## config.mk

```make
export PLATFORM = sky130hd
export DESIGN_NAME = fetch_ctrl
export DESIGN_NICKNAME = d
export VERILOG_FILES = /design/src/rtl/fetch_ctrl.sv
export SDC_FILE = /design/constraint.sdc
export NUM_CORES = 1
export LEC_CHECK = 0
export CORE_UTILIZATION = 35
export CTS_CLUSTER_DIAMETER = 30
export CTS_CLUSTER_SIZE = 30
export DETAILED_ROUTE_END_ITERATION = 7
export HOLD_SLACK_MARGIN = 0.02
export PLACE_DENSITY = 0.68
export RECOVER_POWER = 100
export SYNTH_ARGS = -nofsm -noshare
export SYNTH_HDL_FRONTEND = slang
export SYNTH_SLANG_ARGS = --single-unit
```

## constraint.sdc

```tcl
create_clock -name clk -period 5.25 [get_ports clk]
set_clock_uncertainty 0.15 [all_clocks]
set_input_delay 0.525 -clock clk [delete_from_list [all_inputs] [get_ports clk]]
set_output_delay 0.525 -clock clk [all_outputs]
set_load 0.05 [all_outputs]
```

## src/rtl/fetch_ctrl.sv

```systemverilog
// fetch_ctrl: instruction-fetch sequencer with a req/ack memory handshake, a two-entry
// decode buffer (output slot plus skid) and branch redirect.
// Define FETCH_PERF_EN to add the perf_redirects and perf_stall_cycles counters.
module fetch_ctrl #(
    parameter logic [31:0] RESET_PC = 32'h0000_0000,
    parameter logic [31:0] PC_INCR  = 32'd4
) (
    input  logic        clk,
    input  logic        reset,
    output logic        imem_req,
    output logic [31:0] imem_addr,
    input  logic        imem_ack,
    input  logic [31:0] imem_rdata,
    output logic        if_valid,
    output logic [31:0] if_inst,
    output logic [31:0] if_pc,
    input  logic        id_ready,
    input  logic        redirect,
    input  logic [31:0] redirect_pc
`ifdef FETCH_PERF_EN
    ,
    output logic [31:0] perf_redirects,
    output logic [31:0] perf_stall_cycles
`endif
);

    typedef enum logic [1:0] {IDLE, REQ, FULL, DRAIN} state_t;

    state_t      state, state_n;
    logic [31:0] pc, drain_addr, skid_inst, skid_pc;
    logic        skid_valid;
    logic        ack;
    logic        slot_free;

    assign ack       = imem_req & imem_ack;
    assign slot_free = !if_valid | id_ready;
    assign imem_addr = (state == DRAIN) ? drain_addr : pc;

    // State register.
    always_ff @(posedge clk) begin
        if (reset)
            state <= IDLE;
        else
            state <= state_n;
    end

    // Next state and request; redirect wins over everything else.
    always_comb begin
        state_n  = state;
        imem_req = 1'b0;
        case (state)
            IDLE: state_n = REQ;
            REQ: begin
                imem_req = 1'b1;
                if (redirect)
                    state_n = ack ? REQ : DRAIN;
                else if (ack && !slot_free)
                    state_n = FULL;
            end
            FULL: state_n = (redirect || id_ready) ? REQ : FULL;
            DRAIN: begin
                imem_req = 1'b1;
                state_n  = ack ? REQ : DRAIN;
            end
            default: state_n = IDLE;
        endcase
    end

    // PC, stale drain address, output slot and skid entry.
    always_ff @(posedge clk) begin
        if (reset) begin
            pc         <= RESET_PC;
            drain_addr <= RESET_PC;
            if_valid   <= 1'b0;
            if_inst    <= 32'h0;
            if_pc      <= 32'h0;
            skid_valid <= 1'b0;
            skid_inst  <= 32'h0;
            skid_pc    <= 32'h0;
        end else begin
            if (state == REQ)
                drain_addr <= pc;
            if (redirect) begin
                pc         <= {redirect_pc[31:2], 2'b00};
                if_valid   <= 1'b0;
                skid_valid <= 1'b0;
            end else if (state == REQ && ack) begin
                pc <= pc + PC_INCR;
                if (slot_free) begin
                    if_valid <= 1'b1;
                    if_inst  <= imem_rdata;
                    if_pc    <= pc;
                end else begin
                    skid_valid <= 1'b1;
                    skid_inst  <= imem_rdata;
                    skid_pc    <= pc;
                end
            end else if (state == FULL && id_ready) begin
                if_valid   <= skid_valid;
                if_inst    <= skid_inst;
                if_pc      <= skid_pc;
                skid_valid <= 1'b0;
            end else if (if_valid && id_ready) begin
                if_valid <= 1'b0;
            end
        end
    end

`ifdef FETCH_PERF_EN
    // Free-running wrap-around event counters.
    always_ff @(posedge clk) begin
        if (reset) begin
            perf_redirects    <= 32'h0;
            perf_stall_cycles <= 32'h0;
        end else begin
            perf_redirects    <= perf_redirects + {31'h0, redirect};
            perf_stall_cycles <= perf_stall_cycles + {31'h0, if_valid & !id_ready};
        end
    end
`endif

endmodule

```

==> flow_results.xml, run 1 <==
<?xml version="1.0" encoding="UTF-8"?>
<metrics>
  <group name="logic_synthesis">
    <metric name="synth.top_cells.by_area" unit="">sky130_fd_sc_hd__dfxtp_1 (43%), sky130_fd_sc_hd__nand2_1 (14%), sky130_fd_sc_hd__mux2_2 (12%)</metric>
    <metric name="yosys_register_bits" unit="">188</metric>
    <metric name="synth_cell_types" unit="">45</metric>
    <metric name="asyncSetResetFlopFracSynth" unit="%">0</metric>
    <metric name="synth_most_common_cell" unit="">sky130_fd_sc_hd__nand2_1</metric>
    <metric name="synth_seq_area_share" unit="%">42.6</metric>
    <metric name="synth_area" unit="um2">8840</metric>
    <metric name="synth-main-ff-cell" unit="">sky130_fd_sc_hd__dfxtp_1</metric>
    <metric name="netlist.area_leader.share" unit="%">42.6</metric>
    <metric name="post_synth_most_frequent_cells" unit="">sky130_fd_sc_hd__nand2_1 (327), sky130_fd_sc_hd__dfxtp_1 (188), sky130_fd_sc_hd__a21oi_1 (160), sky130_fd_sc_hd__mux2_2 (93), sky130_fd_sc_hd__clkbuf_1 (83)</metric>
    <metric name="netlist.top_cell.by_area" unit="">sky130_fd_sc_hd__dfxtp_1</metric>
    <metric name="synth_edf_count" unit="">0</metric>
    <metric name="yosysWarningCount" unit="">0</metric>
    <metric name="syn_area_per_cell" unit="um2">7.90</metric>
    <metric name="syn-instance-count" unit="">1119</metric>
  </group>
  <group name="routing">
    <metric name="drt-wirelength-per-cell" unit="um">15.4</metric>
    <metric name="drt_first_pass_iters" unit="">8</metric>
    <metric name="vias" unit="">7728</metric>
    <metric name="first_iter_violations" unit="">531</metric>
    <metric name="drc" unit="">0</metric>
    <metric name="detail_route.vias_per_cell" unit="">5.00</metric>
    <metric name="antenna_violating_nets_post_route" unit="">0</metric>
    <metric name="postRouteWirelength" unit="um">23800</metric>
  </group>
  <group name="pwr">
    <metric name="net-switching-power" unit="uW">885</metric>
    <metric name="power.clock.fraction" unit="%">39.8</metric>
    <metric name="combinationalPowerShare" unit="%">12.6</metric>
    <metric name="p_leak" unit="uW">0.00412</metric>
    <metric name="power_density" unit="nW/um2">285</metric>
    <metric name="worst_ir_drop_vdd" unit="mV">0.168</metric>
    <metric name="power" unit="uW">3160</metric>
    <metric name="p_sw_share" unit="%">28.0</metric>
    <metric name="power.sequential.fraction" unit="%">47.7</metric>
    <metric name="power.internal" unit="uW">2280</metric>
  </group>
  <group name="finish">
    <metric name="num-fill-cells" unit="">2470</metric>
    <metric name="nNetsFinal" unit="">1279</metric>
    <metric name="layout.cells.non_filler" unit="">1547</metric>
    <metric name="synthToLayoutAreaGrowth" unit="%">25.5</metric>
    <metric name="fraction_of_layout_cells_with_a_size_suffix_above_1" unit="%">11.4</metric>
  </group>
  <group name="setup_path">
    <metric name="worstSetupStartpointType" unit="">primary input</metric>
    <metric name="path_class" unit="">in -&gt; reg</metric>
    <metric name="critical_path.cell_chain" unit="">dlygate4sd3_1 &gt; nand3b_1 &gt; clkbuf_1 &gt; or3_1 &gt; clkbuf_1 &gt; nand2_1 &gt; a21oi_1</metric>
    <metric name="rr_worst_depth" unit="">6</metric>
    <metric name="crit_path_max_incr_delay" unit="ps">1230</metric>
    <metric name="crit_path_top_delay_cell" unit="">sky130_fd_sc_hd__clkbuf_1</metric>
    <metric name="critical_path.most_common_cell" unit="">sky130_fd_sc_hd__clkbuf_1</metric>
    <metric name="worst_ep_arrival_time" unit="ps">4510</metric>
    <metric name="worstReg2RegStart" unit="">state[1]</metric>
    <metric name="cpLargestDelayFamily" unit="">buffers and inverters</metric>
    <metric name="timing.critical_path.fanout_max" unit="">32</metric>
    <metric name="timing.critical_path.required" unit="ps">5460</metric>
    <metric name="critical_path_depth" unit="">7</metric>
    <metric name="path_buf_inv" unit="">3</metric>
    <metric name="cp-startpoint" unit="">imem_ack</metric>
    <metric name="timing.critical_path.to_type" unit="">flip-flop</metric>
  </group>
  <group name="floorplanning">
    <metric name="start_util" unit="%">36.0</metric>
    <metric name="die_area" unit="um2">25900</metric>
    <metric name="placement_rows" unit="">57</metric>
    <metric name="die_h" unit="um">161</metric>
    <metric name="io-pin-count" unit="">167</metric>
    <metric name="core-area" unit="um2">24500</metric>
    <metric name="die_width" unit="um">161</metric>
  </group>
  <group name="flow_run">
    <metric name="max_cap_violations" unit="">4</metric>
  </group>
  <group name="cts">
    <metric name="clockBufferDepth" unit="">2</metric>
    <metric name="clock_tree.root_cell" unit="">sky130_fd_sc_hd__clkbuf_16</metric>
    <metric name="cts.sink_count" unit="">188</metric>
    <metric name="post_cts_hold_buffer_count" unit="">0</metric>
    <metric name="worst_setup_hold_path_clk_slew" unit="ps">70</metric>
    <metric name="cts-htree-levels" unit="">4</metric>
    <metric name="cts_setup_buffers" unit="">0</metric>
    <metric name="post_cts_resized" unit="">0</metric>
    <metric name="tritoncts" unit="">yes</metric>
    <metric name="cts_made_buffers" unit="">17</metric>
    <metric name="worst_skew_pair.late_latency" unit="ps">430</metric>
  </group>
  <group name="worst_hold_path">
    <metric name="worst_hold_path_type" unit="">reg -&gt; reg</metric>
    <metric name="whs_path_depth" unit="">2</metric>
    <metric name="min_from" unit="">drain_addr[14]</metric>
  </group>
  <group name="timing">
    <metric name="worst_slew_pin_slew" unit="ps">1990</metric>
    <metric name="report.final.slew_viol_count" unit="">121</metric>
    <metric name="timing.final.ws_setup" unit="ps">950</metric>
    <metric name="rsz0062_at_grt" unit="">false</metric>
    <metric name="setup_viol" unit="">0</metric>
    <metric name="fmaxAchievable" unit="GHz">0.233</metric>
    <metric name="final.min_clock_period" unit="ps">4300</metric>
    <metric name="tcrit_tclk_final" unit="%">81.9</metric>
    <metric name="setup-tns-final" unit="ps">0</metric>
    <metric name="max_slew_margin" unit="%">-33.8</metric>
    <metric name="finalHoldViolations" unit="">0</metric>
  </group>
  <group name="global_route">
    <metric name="grt_first_pass_wirelength" unit="um">38600</metric>
    <metric name="grt_overflow" unit="">0</metric>
    <metric name="vias_in_the_first_global_route" unit="">7352</metric>
    <metric name="initial_antenna_violation_count" unit="">2</metric>
    <metric name="grt_start_max_net_pins" unit="">130</metric>
    <metric name="grt_util_all_layers" unit="%">18.6</metric>
  </group>
  <group name="place">
    <metric name="final_wtd_congestion" unit="">0.745</metric>
    <metric name="placed_cell_count" unit="">1514</metric>
    <metric name="number_of_buffers_inserted_by_port_buffering" unit="">160</metric>
    <metric name="pre_cts_ws" unit="ps">1670</metric>
    <metric name="dpl_hpwl" unit="um">15300</metric>
  </group>
  <group name="run_status">
    <metric name="failed_checks" unit="">max-capacitance violations, max-slew violations</metric>
    <metric name="status" unit="">finished with violations</metric>
  </group>
</metrics>
## through the flow
step           util [%]  area [um2]  hold WS (ps)
6_report           45.2       11100           302
5_1_grt            45.2       11100           317
4_1_cts            45.3       11100           304
3_5_place_dp       43.1       10600           294
3_3_place_gp       43.1       10600           289
2_1_floorplan         -        8850           284
## final cells by class
type                    count  area [um2]  share of cell area [%]
repair buffers            177        1710                    15.4
clock inverters            12         114                    1.03
well taps                 324         405                    3.65
inverters                  12        45.0                   0.406
diodes                      1        2.50                  0.0226
multi-input cells         813        4610                    41.5
flip-flops and latches    188        3760                    33.9
clock buffers              20         447                    4.03
## power by group through the flow
stage                     registers, uW  clock network [uW]  logic [uW]
after floorplan                    1530                   0         266
after global placement             1540                   0         407
after detailed placement           1540                   0         411
after CTS                          1510                1290         413
after global routing               1520                1350         427
final                              1510                1260         398
## worst reg2reg max path: stages, from the launching register on
cell and delay (ps):
sky130_fd_sc_hd__dfxtp_1 410, sky130_fd_sc_hd__nand3b_1 180, sky130_fd_sc_hd__clkbuf_1 1230, sky130_fd_sc_hd__or3_1 880, sky130_fd_sc_hd__clkbuf_1 830, sky130_fd_sc_hd__nand2_1 120
sky130_fd_sc_hd__a21oi_1 190
## worst paths after layout
path                                  endpoint  slack [ps]
worst max register to register   skid_inst[16]        1190
worst min-delay path            drain_addr[14]         300
worst max-delay path             skid_inst[16]         950
worst min register to register  drain_addr[14]         300
## layer usage
layer  GRT usage, %  vias up  share of wire, %  wire [um]
met4           5.06        2               1.5        351
met1           23.8     3602                45      10800
met3           5.32       23               5.6       1320
met2           30.5      169                48      11300
li1               -     3932                 -          -
met5              0        -             0.055         13
## kinds of logic (layout without fill, tap and decap cells)
family,after synthesis,in the layout,synth area share [%]
AOI/OAI and AO/OA,217,217,14.0
buffers and inverters,121,221,5.54
DFF,188,188,42.6
muxes,93,93,11.9
and+or+nand+nor,490,490,25.1
other,1,5,0.0424
xor gates and xnor gates,8,8,0.793
adders and majority gates,1,1,0.142
## state kept, by name, indices dropped and copies added, names as in the netlist
| register | count |
|---|---|
| skid_valid | 1 |
| state | 2 |
| if_pc | 30 |
| skid_pc | 30 |
| if_inst | 32 |
| skid_inst | 32 |
| if_valid | 1 |
| pc | 30 |
| drain_addr | 30 |
## cells in the final DEF, fill, tap and decap left out, types with 5 or more instances in the layout
master	Yosys	layout
sky130_fd_sc_hd__o21ai_0	10	10
sky130_fd_sc_hd__dfxtp_1	188	188
sky130_fd_sc_hd__or3_1	6	6
sky130_fd_sc_hd__clkbuf_1	83	7
sky130_fd_sc_hd__nand2_1	327	327
sky130_fd_sc_hd__nor2b_1	68	68
sky130_fd_sc_hd__inv_1	11	11
sky130_fd_sc_hd__clkbuf_16	0	17
sky130_fd_sc_hd__clkdlybuf4s50_1	0	64
sky130_fd_sc_hd__a2111oi_0	8	8
sky130_fd_sc_hd__and3_1	6	6
sky130_fd_sc_hd__a311oi_1	14	14
sky130_fd_sc_hd__mux2_2	93	93
sky130_fd_sc_hd__nand4_1	10	10
sky130_fd_sc_hd__and4_1	9	9
sky130_fd_sc_hd__xnor2_1	5	5
sky130_fd_sc_hd__nor2_1	24	24
sky130_fd_sc_hd__dlygate4sd3_1	0	95
sky130_fd_sc_hd__nand3_1	8	8
sky130_fd_sc_hd__a211oi_1	10	10
sky130_fd_sc_hd__a21oi_1	160	160
sky130_fd_sc_hd__buf_4	5	11
sky130_fd_sc_hd__nor3_1	10	9
Note: power is estimated with default switching activity, not from simulation.
==> run 2: changes to the inputs <==
--- a/config.mk
+++ b/config.mk
@@ -10,7 +10,7 @@
 export CTS_CLUSTER_SIZE = 30
 export DETAILED_ROUTE_END_ITERATION = 7
 export HOLD_SLACK_MARGIN = 0.02
-export PLACE_DENSITY = 0.68
+export PLACE_DENSITY = 0.71
 export RECOVER_POWER = 100
 export SYNTH_ARGS = -nofsm -noshare
 export SYNTH_HDL_FRONTEND = slang
==> constraint.sdc (replaced) <==
create_clock -name clk -period 3.85 [get_ports clk]
set_clock_uncertainty 0.15 [all_clocks]
set_input_delay 0.385 -clock clk [delete_from_list [all_inputs] [get_ports clk]]
set_output_delay 0.385 -clock clk [all_outputs]
set_load 0.05 [all_outputs]
==> flow_results.xml, run 2 (same netlist as run 1, synthesis figures left out) <==
<?xml version="1.0" encoding="UTF-8"?>
<metrics>
  <group name="run_status">
    <metric name="status" unit="">finished with violations</metric>
    <metric name="failed_checks" unit="">max-capacitance violations, max-slew violations</metric>
  </group>
  <group name="setup_path">
    <metric name="timing.critical_path.fanout_max" unit="">39</metric>
    <metric name="worst_ep_arrival_time" unit="ps">3280</metric>
    <metric name="path_class" unit="">in -&gt; reg</metric>
    <metric name="timing.critical_path.to_type" unit="">flip-flop</metric>
    <metric name="timing.critical_path.required" unit="ps">4010</metric>
    <metric name="worstSetupStartpointType" unit="">primary input</metric>
  </group>
  <group name="routing">
    <metric name="vias" unit="">7931</metric>
    <metric name="postRouteWirelength" unit="um">24600</metric>
    <metric name="drt-wirelength-per-cell" unit="um">15.9</metric>
    <metric name="drc" unit="">0</metric>
    <metric name="first_iter_violations" unit="">573</metric>
    <metric name="antenna_violating_nets_post_route" unit="">0</metric>
    <metric name="detail_route.vias_per_cell" unit="">5.12</metric>
    <metric name="drt_first_pass_iters" unit="">5</metric>
  </group>
  <group name="global_route">
    <metric name="grt_util_all_layers" unit="%">19.2</metric>
    <metric name="grt_overflow" unit="">0</metric>
    <metric name="grt_start_max_net_pins" unit="">91</metric>
    <metric name="initial_antenna_violation_count" unit="">2</metric>
    <metric name="vias_in_the_first_global_route" unit="">7629</metric>
    <metric name="grt_first_pass_wirelength" unit="um">40000</metric>
  </group>
  <group name="cts">
    <metric name="worst_setup_hold_path_clk_slew" unit="ps">70</metric>
    <metric name="clock_tree.root_cell" unit="">sky130_fd_sc_hd__clkbuf_16</metric>
    <metric name="cts_made_buffers" unit="">17</metric>
    <metric name="post_cts_resized" unit="">0</metric>
    <metric name="cts-htree-levels" unit="">4</metric>
    <metric name="cts_setup_buffers" unit="">0</metric>
    <metric name="cts.sink_count" unit="">188</metric>
    <metric name="clockBufferDepth" unit="">2</metric>
    <metric name="post_cts_hold_buffer_count" unit="">0</metric>
    <metric name="worst_skew_pair.late_latency" unit="ps">430</metric>
    <metric name="tritoncts" unit="">yes</metric>
  </group>
  <group name="timing">
    <metric name="setup_viol" unit="">0</metric>
    <metric name="worst_slew_pin_slew" unit="ps">1640</metric>
    <metric name="tcrit_tclk_final" unit="%">81.1</metric>
    <metric name="fmaxAchievable" unit="GHz">0.320</metric>
    <metric name="hold_ws" unit="ps">300</metric>
    <metric name="rsz0062_at_grt" unit="">false</metric>
    <metric name="report.final.slew_viol_count" unit="">30</metric>
    <metric name="final.min_clock_period" unit="ps">3120</metric>
    <metric name="finalHoldViolations" unit="">0</metric>
    <metric name="setup-tns-final" unit="ps">0</metric>
    <metric name="max_slew_margin" unit="%">-9.38</metric>
  </group>
  <group name="place">
    <metric name="final_wtd_congestion" unit="">0.761</metric>
    <metric name="number_of_buffers_inserted_by_port_buffering" unit="">160</metric>
    <metric name="dpl_hpwl" unit="um">15600</metric>
    <metric name="placed_cell_count" unit="">1516</metric>
  </group>
  <group name="floorplanning">
    <metric name="io-pin-count" unit="">167</metric>
    <metric name="die_area" unit="um2">25900</metric>
    <metric name="die_width" unit="um">161</metric>
    <metric name="core-area" unit="um2">24500</metric>
    <metric name="die_h" unit="um">161</metric>
    <metric name="start_util" unit="%">36.0</metric>
    <metric name="placement_rows" unit="">57</metric>
  </group>
  <group name="finish">
    <metric name="layout_commonest_cell" unit="">sky130_fd_sc_hd__nand2_1</metric>
    <metric name="most-common-layout-cells" unit="">sky130_fd_sc_hd__nand2_1 (327), sky130_fd_sc_hd__dfxtp_1 (188), sky130_fd_sc_hd__a21oi_1 (160)</metric>
    <metric name="largest_registers" unit="">if_inst (32), skid_inst (32)</metric>
    <metric name="layout.cells.non_filler" unit="">1548</metric>
    <metric name="synthToLayoutAreaGrowth" unit="%">26.3</metric>
    <metric name="nNetsFinal" unit="">1281</metric>
    <metric name="fraction_of_layout_cells_with_a_size_suffix_above_1" unit="%">11.5</metric>
  </group>
  <group name="pwr">
    <metric name="p_leak" unit="uW">0.00415</metric>
    <metric name="net-switching-power" unit="uW">1200</metric>
    <metric name="power.sequential.fraction" unit="%">46.9</metric>
    <metric name="combinationalPowerShare" unit="%">12.5</metric>
    <metric name="power.internal" unit="uW">3190</metric>
    <metric name="p_sw_share" unit="%">27.3</metric>
    <metric name="power.clock.fraction" unit="%">40.6</metric>
    <metric name="power_density" unit="nW/um2">393</metric>
    <metric name="worst_ir_drop_vdd" unit="mV">0.248</metric>
  </group>
  <group name="flow_run">
    <metric name="max_cap_violations" unit="">1</metric>
  </group>
  <group name="worst_hold_path">
    <metric name="worst_hold_path_type" unit="">reg -&gt; reg</metric>
  </group>
</metrics>
-- run 2: changes by cell type in the layout (fill, tap and decap cells not counted), moves of 3 or more --
cell                         before  now
sky130_fd_sc_hd__clkinv_4         4    1
sky130_fd_sc_hd__buf_4           11    7
sky130_fd_sc_hd__clkinvlp_4       1    4
sky130_fd_sc_hd__buf_12           0    3
-- run 2: per-layer routing --
metal,GRT usage (%),wire [um]
met5,0,11
met4,4.80,302
met3,4.98,1750
met2,32.0,11800
met1,24.5,10700
-- run 2: worst max-delay path, cell delays in order --
cell,delay [ps]
sky130_fd_sc_hd__clkdlybuf4s50_1,540
sky130_fd_sc_hd__and3b_1,990
sky130_fd_sc_hd__o21ai_0,250
sky130_fd_sc_hd__a21o_2,250
sky130_fd_sc_hd__clkbuf_4,410
sky130_fd_sc_hd__mux2_2,410
-- run 2: area by class of cell --
class                   count  area [um2]
clock inverters            12         135
fillers                  2445       13400
diodes                      1        2.50
flip-flops and latches    188        3760
inverters                  12        45.0
clock buffers              19         453
multi-input cells         813        4600
well taps                 324         405
repair buffers            179        1760
-- run 2: worst paths after layout --
check / depth (start not counted) / startpoint / to / slack (ps)
max: 6 / imem_ack / if_pc[15] / 730
min: 2 / drain_addr[9] / drain_addr[9] / 300
max reg2reg: 5 / state[0] / if_pc[15] / 750
min reg2reg: 2 / drain_addr[9] / drain_addr[9] / 300
-- run 2: power groups by stage --
stage	combinational [uW]	sequential [uW]	clock (uW)
floorplan	362	2090	0
finish	548	2060	1780
global placement	563	2100	0
detailed placement	570	2100	0
CTS	573	2060	1830
global route	589	2070	1910
-- run 2: metrics by stage --
step | total power [uW] | instance area [um2] | utilization, % | setup WS [ps]
after floorplan | 2450 | 8850 | - | 1670
after global placement | 2660 | 10600 | 43.4 | 917
after detailed placement | 2670 | 10600 | 43.4 | 887
after CTS | 4460 | 11200 | 45.8 | 934
after global routing | 4560 | 11200 | 45.5 | 493
final | 4390 | 11200 | 45.5 | 728
==> run 3: changes to the inputs <==
==> constraint.sdc (replaced) <==
create_clock -name clk -period 2.55 [get_ports clk]
set_clock_uncertainty 0.15 [all_clocks]
set_input_delay 0.255 -clock clk [delete_from_list [all_inputs] [get_ports clk]]
set_output_delay 0.255 -clock clk [all_outputs]
set_load 0.05 [all_outputs]
==> flow_results.xml, run 3 (same netlist as run 1, synthesis figures left out) <==
<?xml version="1.0" encoding="UTF-8"?>
<metrics>
  <group name="run_status">
    <metric name="status" unit="">finished, final reports clean</metric>
  </group>
  <group name="setup_path">
    <metric name="path_class" unit="">reg -&gt; out</metric>
    <metric name="worst_ep_arrival_time" unit="ps">1970</metric>
    <metric name="timing.critical_path.to_type" unit="">output pin</metric>
    <metric name="timing.critical_path.fanout_max" unit="">15</metric>
    <metric name="worstSetupStartpointType" unit="">flip-flop</metric>
    <metric name="timing.critical_path.required" unit="ps">2140</metric>
    <metric name="worstReg2RegStart" unit="">state[0]</metric>
    <metric name="cp-startpoint" unit="">state[0]</metric>
    <metric name="reg2reg_setup_slack" unit="ps">240</metric>
  </group>
  <group name="timing">
    <metric name="report.final.slew_viol_count" unit="">0</metric>
    <metric name="max_slew_margin" unit="%">39.4</metric>
    <metric name="setup-tns-final" unit="ps">0</metric>
    <metric name="fmaxAchievable" unit="GHz">0.420</metric>
    <metric name="rsz0062_at_grt" unit="">false</metric>
    <metric name="worst_slew_pin_slew" unit="ps">909</metric>
    <metric name="final.min_clock_period" unit="ps">2380</metric>
    <metric name="tcrit_tclk_final" unit="%">93.3</metric>
    <metric name="setup_viol" unit="">0</metric>
    <metric name="finalHoldViolations" unit="">0</metric>
  </group>
  <group name="floorplanning">
    <metric name="core-area" unit="um2">24500</metric>
    <metric name="io-pin-count" unit="">167</metric>
    <metric name="die_area" unit="um2">25900</metric>
    <metric name="die_h" unit="um">161</metric>
    <metric name="placement_rows" unit="">57</metric>
    <metric name="start_util" unit="%">36.0</metric>
    <metric name="die_width" unit="um">161</metric>
  </group>
  <group name="global_route">
    <metric name="grt.busiest_layer" unit="">met2</metric>
    <metric name="initial_antenna_violation_count" unit="">2</metric>
    <metric name="grt_util_all_layers" unit="%">19.3</metric>
    <metric name="grt.met1_usage" unit="%">24.5</metric>
    <metric name="vias_in_the_first_global_route" unit="">7776</metric>
    <metric name="grt_first_pass_wirelength" unit="um">40100</metric>
    <metric name="grt_start_max_net_pins" unit="">68</metric>
    <metric name="grt_overflow" unit="">0</metric>
    <metric name="met3_usage" unit="%">4.75</metric>
    <metric name="groute.layer.met2.usage" unit="%">32.5</metric>
  </group>
  <group name="cts">
    <metric name="post_cts_resized" unit="">0</metric>
    <metric name="cts_setup_buffers" unit="">0</metric>
    <metric name="cts.sink_count" unit="">188</metric>
    <metric name="worst_setup_hold_path_clk_slew" unit="ps">80</metric>
    <metric name="cts-htree-levels" unit="">4</metric>
    <metric name="post_cts_hold_buffer_count" unit="">0</metric>
    <metric name="tritoncts" unit="">yes</metric>
    <metric name="clock_tree.root_cell" unit="">sky130_fd_sc_hd__clkbuf_16</metric>
    <metric name="clockBufferDepth" unit="">2</metric>
    <metric name="worst_skew_pair.late_latency" unit="ps">430</metric>
    <metric name="cts_made_buffers" unit="">17</metric>
  </group>
  <group name="place">
    <metric name="number_of_buffers_inserted_by_port_buffering" unit="">160</metric>
    <metric name="dpl_hpwl" unit="um">16300</metric>
    <metric name="placed_cell_count" unit="">1545</metric>
    <metric name="final_wtd_congestion" unit="">0.784</metric>
  </group>
  <group name="routing">
    <metric name="postRouteWirelength" unit="um">24900</metric>
    <metric name="drc" unit="">0</metric>
    <metric name="drt_first_pass_iters" unit="">5</metric>
    <metric name="antenna_violating_nets_post_route" unit="">0</metric>
    <metric name="drt-wirelength-per-cell" unit="um">15.8</metric>
    <metric name="detail_route.vias_per_cell" unit="">5.09</metric>
    <metric name="vias" unit="">8035</metric>
    <metric name="first_iter_violations" unit="">641</metric>
  </group>
  <group name="pwr">
    <metric name="power.sequential.fraction" unit="%">47.0</metric>
    <metric name="net-switching-power" unit="uW">1840</metric>
    <metric name="p_leak" unit="uW">0.00426</metric>
    <metric name="power.clock.fraction" unit="%">39.5</metric>
    <metric name="power_density" unit="nW/um2">582</metric>
    <metric name="combinationalPowerShare" unit="%">13.6</metric>
    <metric name="p_sw_share" unit="%">28.1</metric>
    <metric name="worst_ir_drop_vdd" unit="mV">0.422</metric>
    <metric name="power.internal" unit="uW">4710</metric>
  </group>
  <group name="finish">
    <metric name="layout_commonest_cell" unit="">sky130_fd_sc_hd__nand2_1</metric>
    <metric name="fraction_of_layout_cells_with_a_size_suffix_above_1" unit="%">15.9</metric>
    <metric name="nNetsFinal" unit="">1310</metric>
    <metric name="register_area" unit="um2">3760</metric>
    <metric name="most-common-layout-cells" unit="">sky130_fd_sc_hd__nand2_1 (327), sky130_fd_sc_hd__dfxtp_1 (188), sky130_fd_sc_hd__a21oi_1 (160)</metric>
    <metric name="num-fill-cells" unit="">2451</metric>
    <metric name="largest_registers" unit="">if_inst (32), skid_inst (32)</metric>
    <metric name="synthToLayoutAreaGrowth" unit="%">27.5</metric>
    <metric name="layout.cells.non_filler" unit="">1579</metric>
    <metric name="multi_input_comb_area" unit="um2">4600</metric>
  </group>
  <group name="flow_run">
    <metric name="max_cap_violations" unit="">0</metric>
  </group>
  <group name="worst_hold_path">
    <metric name="worst_hold_path_type" unit="">in -&gt; reg</metric>
    <metric name="min_from" unit="">reset</metric>
  </group>
</metrics>
-- run 3: cell count changes in the layout (fill, tap and decap cells not counted), moves of 2 or more --
cell,before,now
sky130_fd_sc_hd__clkinv_4,1,3
sky130_fd_sc_hd__mux2_1,0,4
sky130_fd_sc_hd__buf_4,7,44
sky130_fd_sc_hd__buf_2,0,4
sky130_fd_sc_hd__mux2_2,93,89
sky130_fd_sc_hd__buf_12,3,5
sky130_fd_sc_hd__clkbuf_2,2,19
sky130_fd_sc_hd__dlygate4sd3_1,95,64
sky130_fd_sc_hd__clkbuf_4,1,3
-- run 3: power by group through the flow --
| stage | logic [uW] | registers, uW | clock network [uW] |
|---|---|---|---|
| after floorplan | 547 | 3150 | 0 |
| after global placement | 910 | 3140 | 0 |
| after detailed placement | 918 | 3140 | 0 |
| after CTS | 922 | 3080 | 2650 |
| after global routing | 951 | 3090 | 2760 |
| final | 889 | 3080 | 2590 |
-- run 3: through the flow --
step           worst slack, ps  utilization (%)  power [uW]  hold slack [ps]  cell area (um2)
6_report                   172             45.9        6550              141            11300
5_1_grt                   94.8             45.9        6800              157            11300
4_1_cts                    298             46.4        6650              130            11400
3_5_place_dp              42.6             44.1        4060              296            10800
3_3_place_gp              70.5             44.1        4050              288            10800
2_1_floorplan              371                -        3700              232             8850
-- run 3: critical path: stages, from the launching register on --
cell and delay [ps]:
sky130_fd_sc_hd__dfxtp_1 390, sky130_fd_sc_hd__nand2_1 120, sky130_fd_sc_hd__clkbuf_2 410, sky130_fd_sc_hd__mux2_2 390, sky130_fd_sc_hd__clkbuf_2 240
-- run 3: routing by layer --
metal | routed length [um] | part of all wire (%)
met1 | 11100 | 45
met4 | 368 | 1.5
met2 | 11900 | 48
met3 | 1470 | 5.9
met5 | 0 | 0
-- run 3: area by class of cell --
class / instances / share of cell area, %
Antenna cell: 2 / 0.0444
Clock buffer: 20 / 3.97
Clock inverter: 12 / 1.01
Inverter: 12 / 0.400
Multi-Input combinational cell: 813 / 40.9
Sequential cell: 188 / 33.4
Tap cell: 324 / 3.60
Timing Repair Buffer: 208 / 16.7
-- run 3: path summary, 6_finish.rpt --
check                                      end  cells past startpoint
worst min register to register  drain_addr[15]                      2
worst max register to register           pc[6]                      5
worst min-delay path            drain_addr[10]                      2
worst max-delay path             imem_addr[13]                      4
